==> src/rtl/hazard_stall_ctrl_pkg.sv <==
// Shared types for the 16-bit 5-stage pipeline: hazard FSM states,
// default register-address width and the ALU opcode encoding.
package hazard_stall_ctrl_pkg;

  localparam int REG_AW_DEF = 3;

  typedef enum logic [1:0] {
    RUN        = 2'd0,
    LOAD_STALL = 2'd1,
    MEM_WAIT   = 2'd2
  } hz_state_t;

  typedef enum logic [2:0] {
    ALU_ADD = 3'd0,
    ALU_SUB = 3'd1,
    ALU_AND = 3'd2,
    ALU_OR  = 3'd3,
    ALU_XOR = 3'd4,
    ALU_SLL = 3'd5,
    ALU_SRL = 3'd6,
    ALU_SLT = 3'd7
  } alu_op_t;

endpackage

==> src/rtl/hazard_stall_ctrl_if.sv <==
// Hazard-detection bundle between the pipeline datapath (master) and the
// stall/flush controller (slave).
interface hazard_stall_ctrl_if
  import hazard_stall_ctrl_pkg::*;
#(
  parameter int REG_AW = REG_AW_DEF
);
  logic [REG_AW-1:0] id_rs1;
  logic [REG_AW-1:0] id_rs2;
  logic              id_use_rs1;
  logic              id_use_rs2;
  logic [REG_AW-1:0] ex_wa;
  logic              ex_mem_read;
  logic              ex_branch_taken;
  logic              ex_jump;
  logic              mem_req;
  logic              mem_ready;
  logic              pc_hold;
  logic              if_id_hold;
  logic              id_ex_hold;
  logic              ex_mem_hold;
  logic              if_id_flush;
  logic              id_ex_flush;
  logic              mem_wb_flush;

  modport master (
    output id_rs1, id_rs2, id_use_rs1, id_use_rs2, ex_wa, ex_mem_read,
           ex_branch_taken, ex_jump, mem_req, mem_ready,
    input  pc_hold, if_id_hold, id_ex_hold, ex_mem_hold,
           if_id_flush, id_ex_flush, mem_wb_flush
  );

  modport slave (
    input  id_rs1, id_rs2, id_use_rs1, id_use_rs2, ex_wa, ex_mem_read,
           ex_branch_taken, ex_jump, mem_req, mem_ready,
    output pc_hold, if_id_hold, id_ex_hold, ex_mem_hold,
           if_id_flush, id_ex_flush, mem_wb_flush
  );
endinterface

==> src/rtl/hazard_stall_ctrl_sat_counter.sv <==
// Saturating up-counter with synchronous clear that wins over increment.
module sat_counter #(
  parameter int CNT_W = 16
) (
  input  logic             clk,
  input  logic             reset,
  input  logic             inc,
  input  logic             clr,
  output logic [CNT_W-1:0] cnt
);
  logic [CNT_W-1:0] cnt_reg;

  // Count up, sticking at all-ones; clear overrides a same-cycle increment.
  always_ff @(posedge clk or negedge reset) begin
    if (!reset) begin
      cnt_reg <= '0;
    end else if (clr) begin
      cnt_reg <= '0;
    end else if (inc && (cnt_reg != {CNT_W{1'b1}})) begin
      cnt_reg <= cnt_reg + 1'b1;
    end
  end

  assign cnt = cnt_reg;
endmodule

==> src/rtl/hazard_stall_ctrl.sv <==
// Central stall/flush controller: load-use bubbles, branch/jump flushes and
// data-memory wait freezes, plus stall-cycle and flush-event counters.
module hazard_stall_ctrl
  import hazard_stall_ctrl_pkg::*;
#(
  parameter int REG_AW            = REG_AW_DEF,
  parameter int LOAD_STALL_CYCLES = 1,
  parameter int CNT_W             = 16
) (
  input  logic               clk,
  input  logic               reset,
  hazard_stall_ctrl_if.slave hz,
  input  logic               clr_cnt,
  output logic [1:0]         ctrl_state,
  output logic [CNT_W-1:0]   stall_cnt,
  output logic [CNT_W-1:0]   flush_cnt
);
  localparam logic [REG_AW-1:0] R0       = '0;
  localparam logic [2:0]        BUB_LOAD = 3'(LOAD_STALL_CYCLES - 1);

  hz_state_t  state_reg, state_next;
  hz_state_t  saved_reg, saved_next;
  logic [2:0] bub_reg, bub_next;

  logic memwait, redirect, lu;
  logic pc_h, ifid_h, idex_h, exmem_h, ifid_f, idex_f, memwb_f, flush_evt;

  assign memwait  = hz.mem_req & ~hz.mem_ready;
  assign redirect = hz.ex_branch_taken | hz.ex_jump;
  assign lu       = hz.ex_mem_read && (hz.ex_wa != R0) &&
                    ((hz.id_use_rs1 && (hz.id_rs1 == hz.ex_wa)) ||
                     (hz.id_use_rs2 && (hz.id_rs2 == hz.ex_wa)));

  // State, saved-return-state and remaining-bubble registers.
  always_ff @(posedge clk or negedge reset) begin
    if (!reset) begin
      state_reg <= RUN;
      saved_reg <= RUN;
      bub_reg   <= 3'd0;
    end else begin
      state_reg <= state_next;
      saved_reg <= saved_next;
      bub_reg   <= bub_next;
    end
  end

  // Next state and raw controls; memory wait outranks redirect outranks load-use.
  always_comb begin
    state_next = state_reg;
    saved_next = saved_reg;
    bub_next   = bub_reg;
    pc_h       = 1'b0;
    ifid_h     = 1'b0;
    idex_h     = 1'b0;
    exmem_h    = 1'b0;
    ifid_f     = 1'b0;
    idex_f     = 1'b0;
    memwb_f    = 1'b0;
    flush_evt  = 1'b0;
    if (memwait) begin
      pc_h    = 1'b1;
      ifid_h  = 1'b1;
      idex_h  = 1'b1;
      exmem_h = 1'b1;
      memwb_f = 1'b1;
      if (state_reg != MEM_WAIT) begin
        saved_next = state_reg;
        state_next = MEM_WAIT;
      end
    end else begin
      case (state_reg)
        RUN: begin
          if (redirect) begin
            // The hazarding ID instruction is on the wrong path; flushing it is enough.
            ifid_f    = 1'b1;
            idex_f    = 1'b1;
            flush_evt = 1'b1;
          end else if (lu) begin
            pc_h   = 1'b1;
            ifid_h = 1'b1;
            idex_f = 1'b1;
            if (LOAD_STALL_CYCLES > 1) begin
              state_next = LOAD_STALL;
              bub_next   = BUB_LOAD;
            end
          end
        end
        LOAD_STALL: begin
          pc_h     = 1'b1;
          ifid_h   = 1'b1;
          idex_f   = 1'b1;
          bub_next = bub_reg - 3'd1;
          if (bub_reg <= 3'd1) begin
            state_next = RUN;
          end
        end
        MEM_WAIT: begin
          state_next = saved_reg;
        end
        default: begin
          state_next = RUN;
        end
      endcase
    end
  end

  // Controls are forced inactive while reset is held low.
  assign hz.pc_hold      = pc_h    & reset;
  assign hz.if_id_hold   = ifid_h  & reset;
  assign hz.id_ex_hold   = idex_h  & reset;
  assign hz.ex_mem_hold  = exmem_h & reset;
  assign hz.if_id_flush  = ifid_f  & reset;
  assign hz.id_ex_flush  = idex_f  & reset;
  assign hz.mem_wb_flush = memwb_f & reset;
  assign ctrl_state      = state_reg;

  logic [1:0]       cnt_inc;
  logic [CNT_W-1:0] cnt_val [2];

  assign cnt_inc[0] = pc_h & reset;
  assign cnt_inc[1] = flush_evt & reset;

  for (genvar gi = 0; gi < 2; gi++) begin : g_cnt
    sat_counter #(.CNT_W(CNT_W)) u_cnt (
      .clk   (clk),
      .reset (reset),
      .inc   (cnt_inc[gi]),
      .clr   (clr_cnt),
      .cnt   (cnt_val[gi])
    );
  end

  assign stall_cnt = cnt_val[0];
  assign flush_cnt = cnt_val[1];
endmodule

==> src/flat_wrapper.sv <==
// flat-port wrapper written by rule: the top's interface ports become plain ports
module hazard_stall_ctrl_flat import hazard_stall_ctrl_pkg::*;
#(
  parameter int REG_AW            = REG_AW_DEF,
  parameter int LOAD_STALL_CYCLES = 1,
  parameter int CNT_W             = 16
)
  (clk, reset, clr_cnt, ctrl_state, stall_cnt, flush_cnt, hz_id_rs1, hz_id_rs2, hz_id_use_rs1, hz_id_use_rs2, hz_ex_wa, hz_ex_mem_read, hz_ex_branch_taken, hz_ex_jump, hz_mem_req, hz_mem_ready, hz_pc_hold, hz_if_id_hold, hz_id_ex_hold, hz_ex_mem_hold, hz_if_id_flush, hz_id_ex_flush, hz_mem_wb_flush);
  hazard_stall_ctrl_if #(.REG_AW(REG_AW)) hz_i ();
  input  logic clk;
  input  logic reset;
  input  logic clr_cnt;
  output logic [1:0] ctrl_state;
  output logic [CNT_W-1:0] stall_cnt;
  output logic [CNT_W-1:0] flush_cnt;
  input wire logic [$bits(hz_i.id_rs1)-1:0] hz_id_rs1;
  input wire logic [$bits(hz_i.id_rs2)-1:0] hz_id_rs2;
  input wire logic [$bits(hz_i.id_use_rs1)-1:0] hz_id_use_rs1;
  input wire logic [$bits(hz_i.id_use_rs2)-1:0] hz_id_use_rs2;
  input wire logic [$bits(hz_i.ex_wa)-1:0] hz_ex_wa;
  input wire logic [$bits(hz_i.ex_mem_read)-1:0] hz_ex_mem_read;
  input wire logic [$bits(hz_i.ex_branch_taken)-1:0] hz_ex_branch_taken;
  input wire logic [$bits(hz_i.ex_jump)-1:0] hz_ex_jump;
  input wire logic [$bits(hz_i.mem_req)-1:0] hz_mem_req;
  input wire logic [$bits(hz_i.mem_ready)-1:0] hz_mem_ready;
  output wire logic [$bits(hz_i.pc_hold)-1:0] hz_pc_hold;
  output wire logic [$bits(hz_i.if_id_hold)-1:0] hz_if_id_hold;
  output wire logic [$bits(hz_i.id_ex_hold)-1:0] hz_id_ex_hold;
  output wire logic [$bits(hz_i.ex_mem_hold)-1:0] hz_ex_mem_hold;
  output wire logic [$bits(hz_i.if_id_flush)-1:0] hz_if_id_flush;
  output wire logic [$bits(hz_i.id_ex_flush)-1:0] hz_id_ex_flush;
  output wire logic [$bits(hz_i.mem_wb_flush)-1:0] hz_mem_wb_flush;
  assign hz_i.id_rs1 = hz_id_rs1;
  assign hz_i.id_rs2 = hz_id_rs2;
  assign hz_i.id_use_rs1 = hz_id_use_rs1;
  assign hz_i.id_use_rs2 = hz_id_use_rs2;
  assign hz_i.ex_wa = hz_ex_wa;
  assign hz_i.ex_mem_read = hz_ex_mem_read;
  assign hz_i.ex_branch_taken = hz_ex_branch_taken;
  assign hz_i.ex_jump = hz_ex_jump;
  assign hz_i.mem_req = hz_mem_req;
  assign hz_i.mem_ready = hz_mem_ready;
  assign hz_pc_hold = hz_i.pc_hold;
  assign hz_if_id_hold = hz_i.if_id_hold;
  assign hz_id_ex_hold = hz_i.id_ex_hold;
  assign hz_ex_mem_hold = hz_i.ex_mem_hold;
  assign hz_if_id_flush = hz_i.if_id_flush;
  assign hz_id_ex_flush = hz_i.id_ex_flush;
  assign hz_mem_wb_flush = hz_i.mem_wb_flush;
  hazard_stall_ctrl #(.REG_AW(REG_AW), .LOAD_STALL_CYCLES(LOAD_STALL_CYCLES), .CNT_W(CNT_W)) u_core (.clk(clk), .reset(reset), .hz(hz_i), .clr_cnt(clr_cnt), .ctrl_state(ctrl_state), .stall_cnt(stall_cnt), .flush_cnt(flush_cnt));
endmodule
==> config.mk <==
export PLATFORM = sky130hd
export DESIGN_NAME = hazard_stall_ctrl_flat
export DESIGN_NICKNAME = d
export VERILOG_FILES = /design/src/rtl/hazard_stall_ctrl_pkg.sv /design/src/rtl/hazard_stall_ctrl_if.sv /design/src/rtl/hazard_stall_ctrl_sat_counter.sv /design/src/rtl/hazard_stall_ctrl.sv /design/src/flat_wrapper.sv
export SDC_FILE = /design/constraint.sdc
export NUM_CORES = 1
export LEC_CHECK = 0
export CORE_MARGIN = 3
export CORE_UTILIZATION = 40
export DETAILED_ROUTE_END_ITERATION = 8
export DONT_BUFFER_PORTS = 1
export PLACE_DENSITY = 0.58
export SLEW_MARGIN = 20
export SYNTH_ARGS = -nofsm -noshare
export SYNTH_HDL_FRONTEND = slang
export SYNTH_SLANG_ARGS = --single-unit
==> constraint.sdc <==
create_clock -name clk -period 2.76 [get_ports clk]
set_input_delay 0.414 -clock clk [delete_from_list [all_inputs] [get_ports clk]]
set_output_delay 0.414 -clock clk [all_outputs]
set_load 0.1 [all_outputs]
==> out/results.ini <==
[cts]
post_cts_resized = 0
root_buffer = clkbuf_8
htreeDepth = 2
post_cts_buffers = 0
postCtsHoldBufs = 2
clk_latency_ps = 290
cts_buffers = 5
clkTransAtPathRegs_ps = 80
cts_tree = done
clockBufferDepth = 2
clkSinkCount = 39

[sta]
min_period_over_period_pct = 80.32
finalHoldViolations = 0
rsz0062_at_grt = false
tightestPinTransition_ps = 942.4
max_freq_mhz = 451.1
slew_headroom_pct = 37.17
worst_slack_ps = 543.2
fin_skew_ps = 9.311
timing.final.crit_period_ps = 2217
slew_viol_final = 0
setup_viol = 0

[worst_setup_path]
worst-path-stages = 5
critPathKind = flip-flop to output port
cp_common_cell = buf_4
crit_end = hz_id_ex_flush
worstPathArrival_ps = 1800
regToRegStartpoint = u_core.ctrl_state[0]
path_cells = buf_4, a2111oi_0, buf_4, nor3_4, buf_4
r2r_end = u_core.g_cnt[0].u_cnt.cnt[11]
critPathMaxFanout = 6
setup.worst_path.start = u_core.ctrl_state[0]
r2r_slack_ps = 580
crit_buf_inv = 3
cpMaxStageDelayCell = dfrtp_1
crit_family = buffers and inverters
worstSetupEndpointType = output port
required_ps = 2350
max_stage_delay_ps = 400
start_kind = flip-flop
ff2ff_path_depth = 5

[pwr]
p_int_mw = 0.8702
peakVddDrop_mv = 0.2602
seq_power_share_pct = 49.1
p_leak_nw = 1.195
power_mw = 1.211
power.switching_mw = 0.3411
powerDensity_nw_per_um2 = 446.3
swShare_pct = 28.16
p_comb_share_pct = 15.4
pwr-share-clk_pct = 35.5

[run_status]
status = completed

[logic_synthesis]
synth_edf_count = 0
yosysUniqueCellTypes = 40
yosys_warnings = 0
syn_avg_cell_area_um2 = 9.344
ys_ff_latch = 39
yosys_most_used_dff = dfrtp_1
yosysSeqAreaShare_pct = 44.44
synth_fp_nets = 258
synthArstFlopShare_pct = 100.0
synth_cells = 235
syn_area_um2 = 2196

[cells_and_area]
largest_register_ffs = 32
layout_common_cells = 39 x dfrtp_1, 38 x buf_4, 27 x nor2_1
area_growth_pct = 23.59
nets = 296
drive_above_1_share_pct = 21.90
diodes = 0
fillCellCount = 506
layout_commonest_cell = dfrtp_1

[run]
drv_cap = 0

[routing]
ant_nets = 0
drc = 0
detail_route.wl_per_cell_um = 15.10
dr.pass1.iters = 4
viasPerCell = 5.381
vias = 1851
first_iter_violations = 144
finalWirelength_um = 5194

[floorplanning]
rows = 26
coreArea_um2 = 5205
die-area_um2 = 6414
ios = 60
fp.dieH_um = 80.09
start_util_pct = 42.19
dieWidth_um = 80.09

[global_routing]
grt_max_degree = 40
grt.total_usage_pct = 17.36
overflow = 0
antenna_found_initial = 0
grt_pass1_wl_um = 8631
grt_pass1_vias = 1841

[placed_design]
io_buffers = 0
place.gp.congestion = 0.7351
hpwlAfterDp_um = 3677
post-place-ws_ps = 516.2

[worst_hold_path]
min_path_type = primary input to flip-flop

## Yosys cell counts (5+ instances only)
| cell | instances | share of area [%] |
|---|---|---|
| o21ai_0 | 6 | 1.4 |
| or3_1 | 5 | 1.4 |
| o31ai_1 | 6 | 2.1 |
| xnor2_1 | 10 | 4.0 |
| nand4_1 | 14 | 4.0 |
| a21oi_1 | 14 | 3.2 |
| and2_1 | 5 | 1.4 |
| clkbuf_1 | 6 | 1.0 |
| dfrtp_1 | 39 | 44 |
| nand3_1 | 12 | 2.7 |
| nand2_1 | 18 | 3.1 |
| nor2_1 | 27 | 4.6 |
| or4_1 | 8 | 2.7 |
| inv_1 | 5 | 0.85 |
| xor2_1 | 15 | 6.0 |
## worst min path at each step
stage / start / end / depth (start not counted)
final: clr_cnt / u_core.g_cnt[0].u_cnt.cnt[13] / 1
after global routing: clr_cnt / u_core.g_cnt[0].u_cnt.cnt[15] / 1
after detailed placement: reset / u_core.g_cnt[0].u_cnt.cnt[14] / 0
after global placement: reset / u_core.g_cnt[0].u_cnt.cnt[14] / 0
after floorplan: reset / u_core.bub_reg[0] / 0
after CTS: clr_cnt / u_core.g_cnt[0].u_cnt.cnt[13] / 1
## area by class of cell
cell class / count / area, um^2 / area share (%)
well taps: 70 / 87.58 / 3.227
clock buffers: 8 / 100.1 / 3.688
inverters: 5 / 22.52 / 0.8299
multi-input cells: 179 / 1152 / 42.46
flip-flops and latches: 39 / 975.9 / 35.96
repair buffers: 43 / 375.4 / 13.83
## per-stage QoR
| stage | util [%] | hold slack (ps) | instances | setup TNS [ps] | cell area (um^2) |
|---|---|---|---|---|---|
| after global routing | 52.14 | 157.7 | 344 | 0 | 2714 |
| after detailed placement | 49.64 | 119.8 | 334 | 0 | 2584 |
| final | 52.14 | 170.7 | 344 | 0 | 2714 |
| after floorplan | - | 118.4 | 235 | -39.05 | 2206 |
| after global placement | 49.64 | 119.5 | 334 | 0 | 2584 |
| after CTS | 52.14 | 164.5 | 344 | 0 | 2714 |
## power groups by stage
stage	sequential (mW)	combinational (mW)	clock, mW
after global routing	0.597	0.204	0.463
after CTS	0.595	0.189	0.446
after floorplan	0.638	0.112	0
after global placement	0.606	0.171	0
final	0.595	0.187	0.430
after detailed placement	0.606	0.172	0
## kinds of logic after synthesis
logic type	Yosys count	share of synthesized area, %
multiplexers	3	1.425
flip-flops	39	44.44
XOR/XNOR	25	9.972
AO/OA/AOI/OAI	38	10.94
buffers and inverters	17	3.704
AND/OR/NAND/NOR	109	27.24
adder cells (fa/ha/maj)	4	2.279
## per-layer routing
layer | vias up | wire [um] | track usage [%]
met2 | 44 | 2490 | 28.31
li1 | 918 | - | -
met1 | 882 | 2218 | 21.31
met3 | 7 | 415 | 6.278
met5 | - | 0 | 0
met4 | 0 | 70 | 5.574
(Power assumes the default switching activity.)
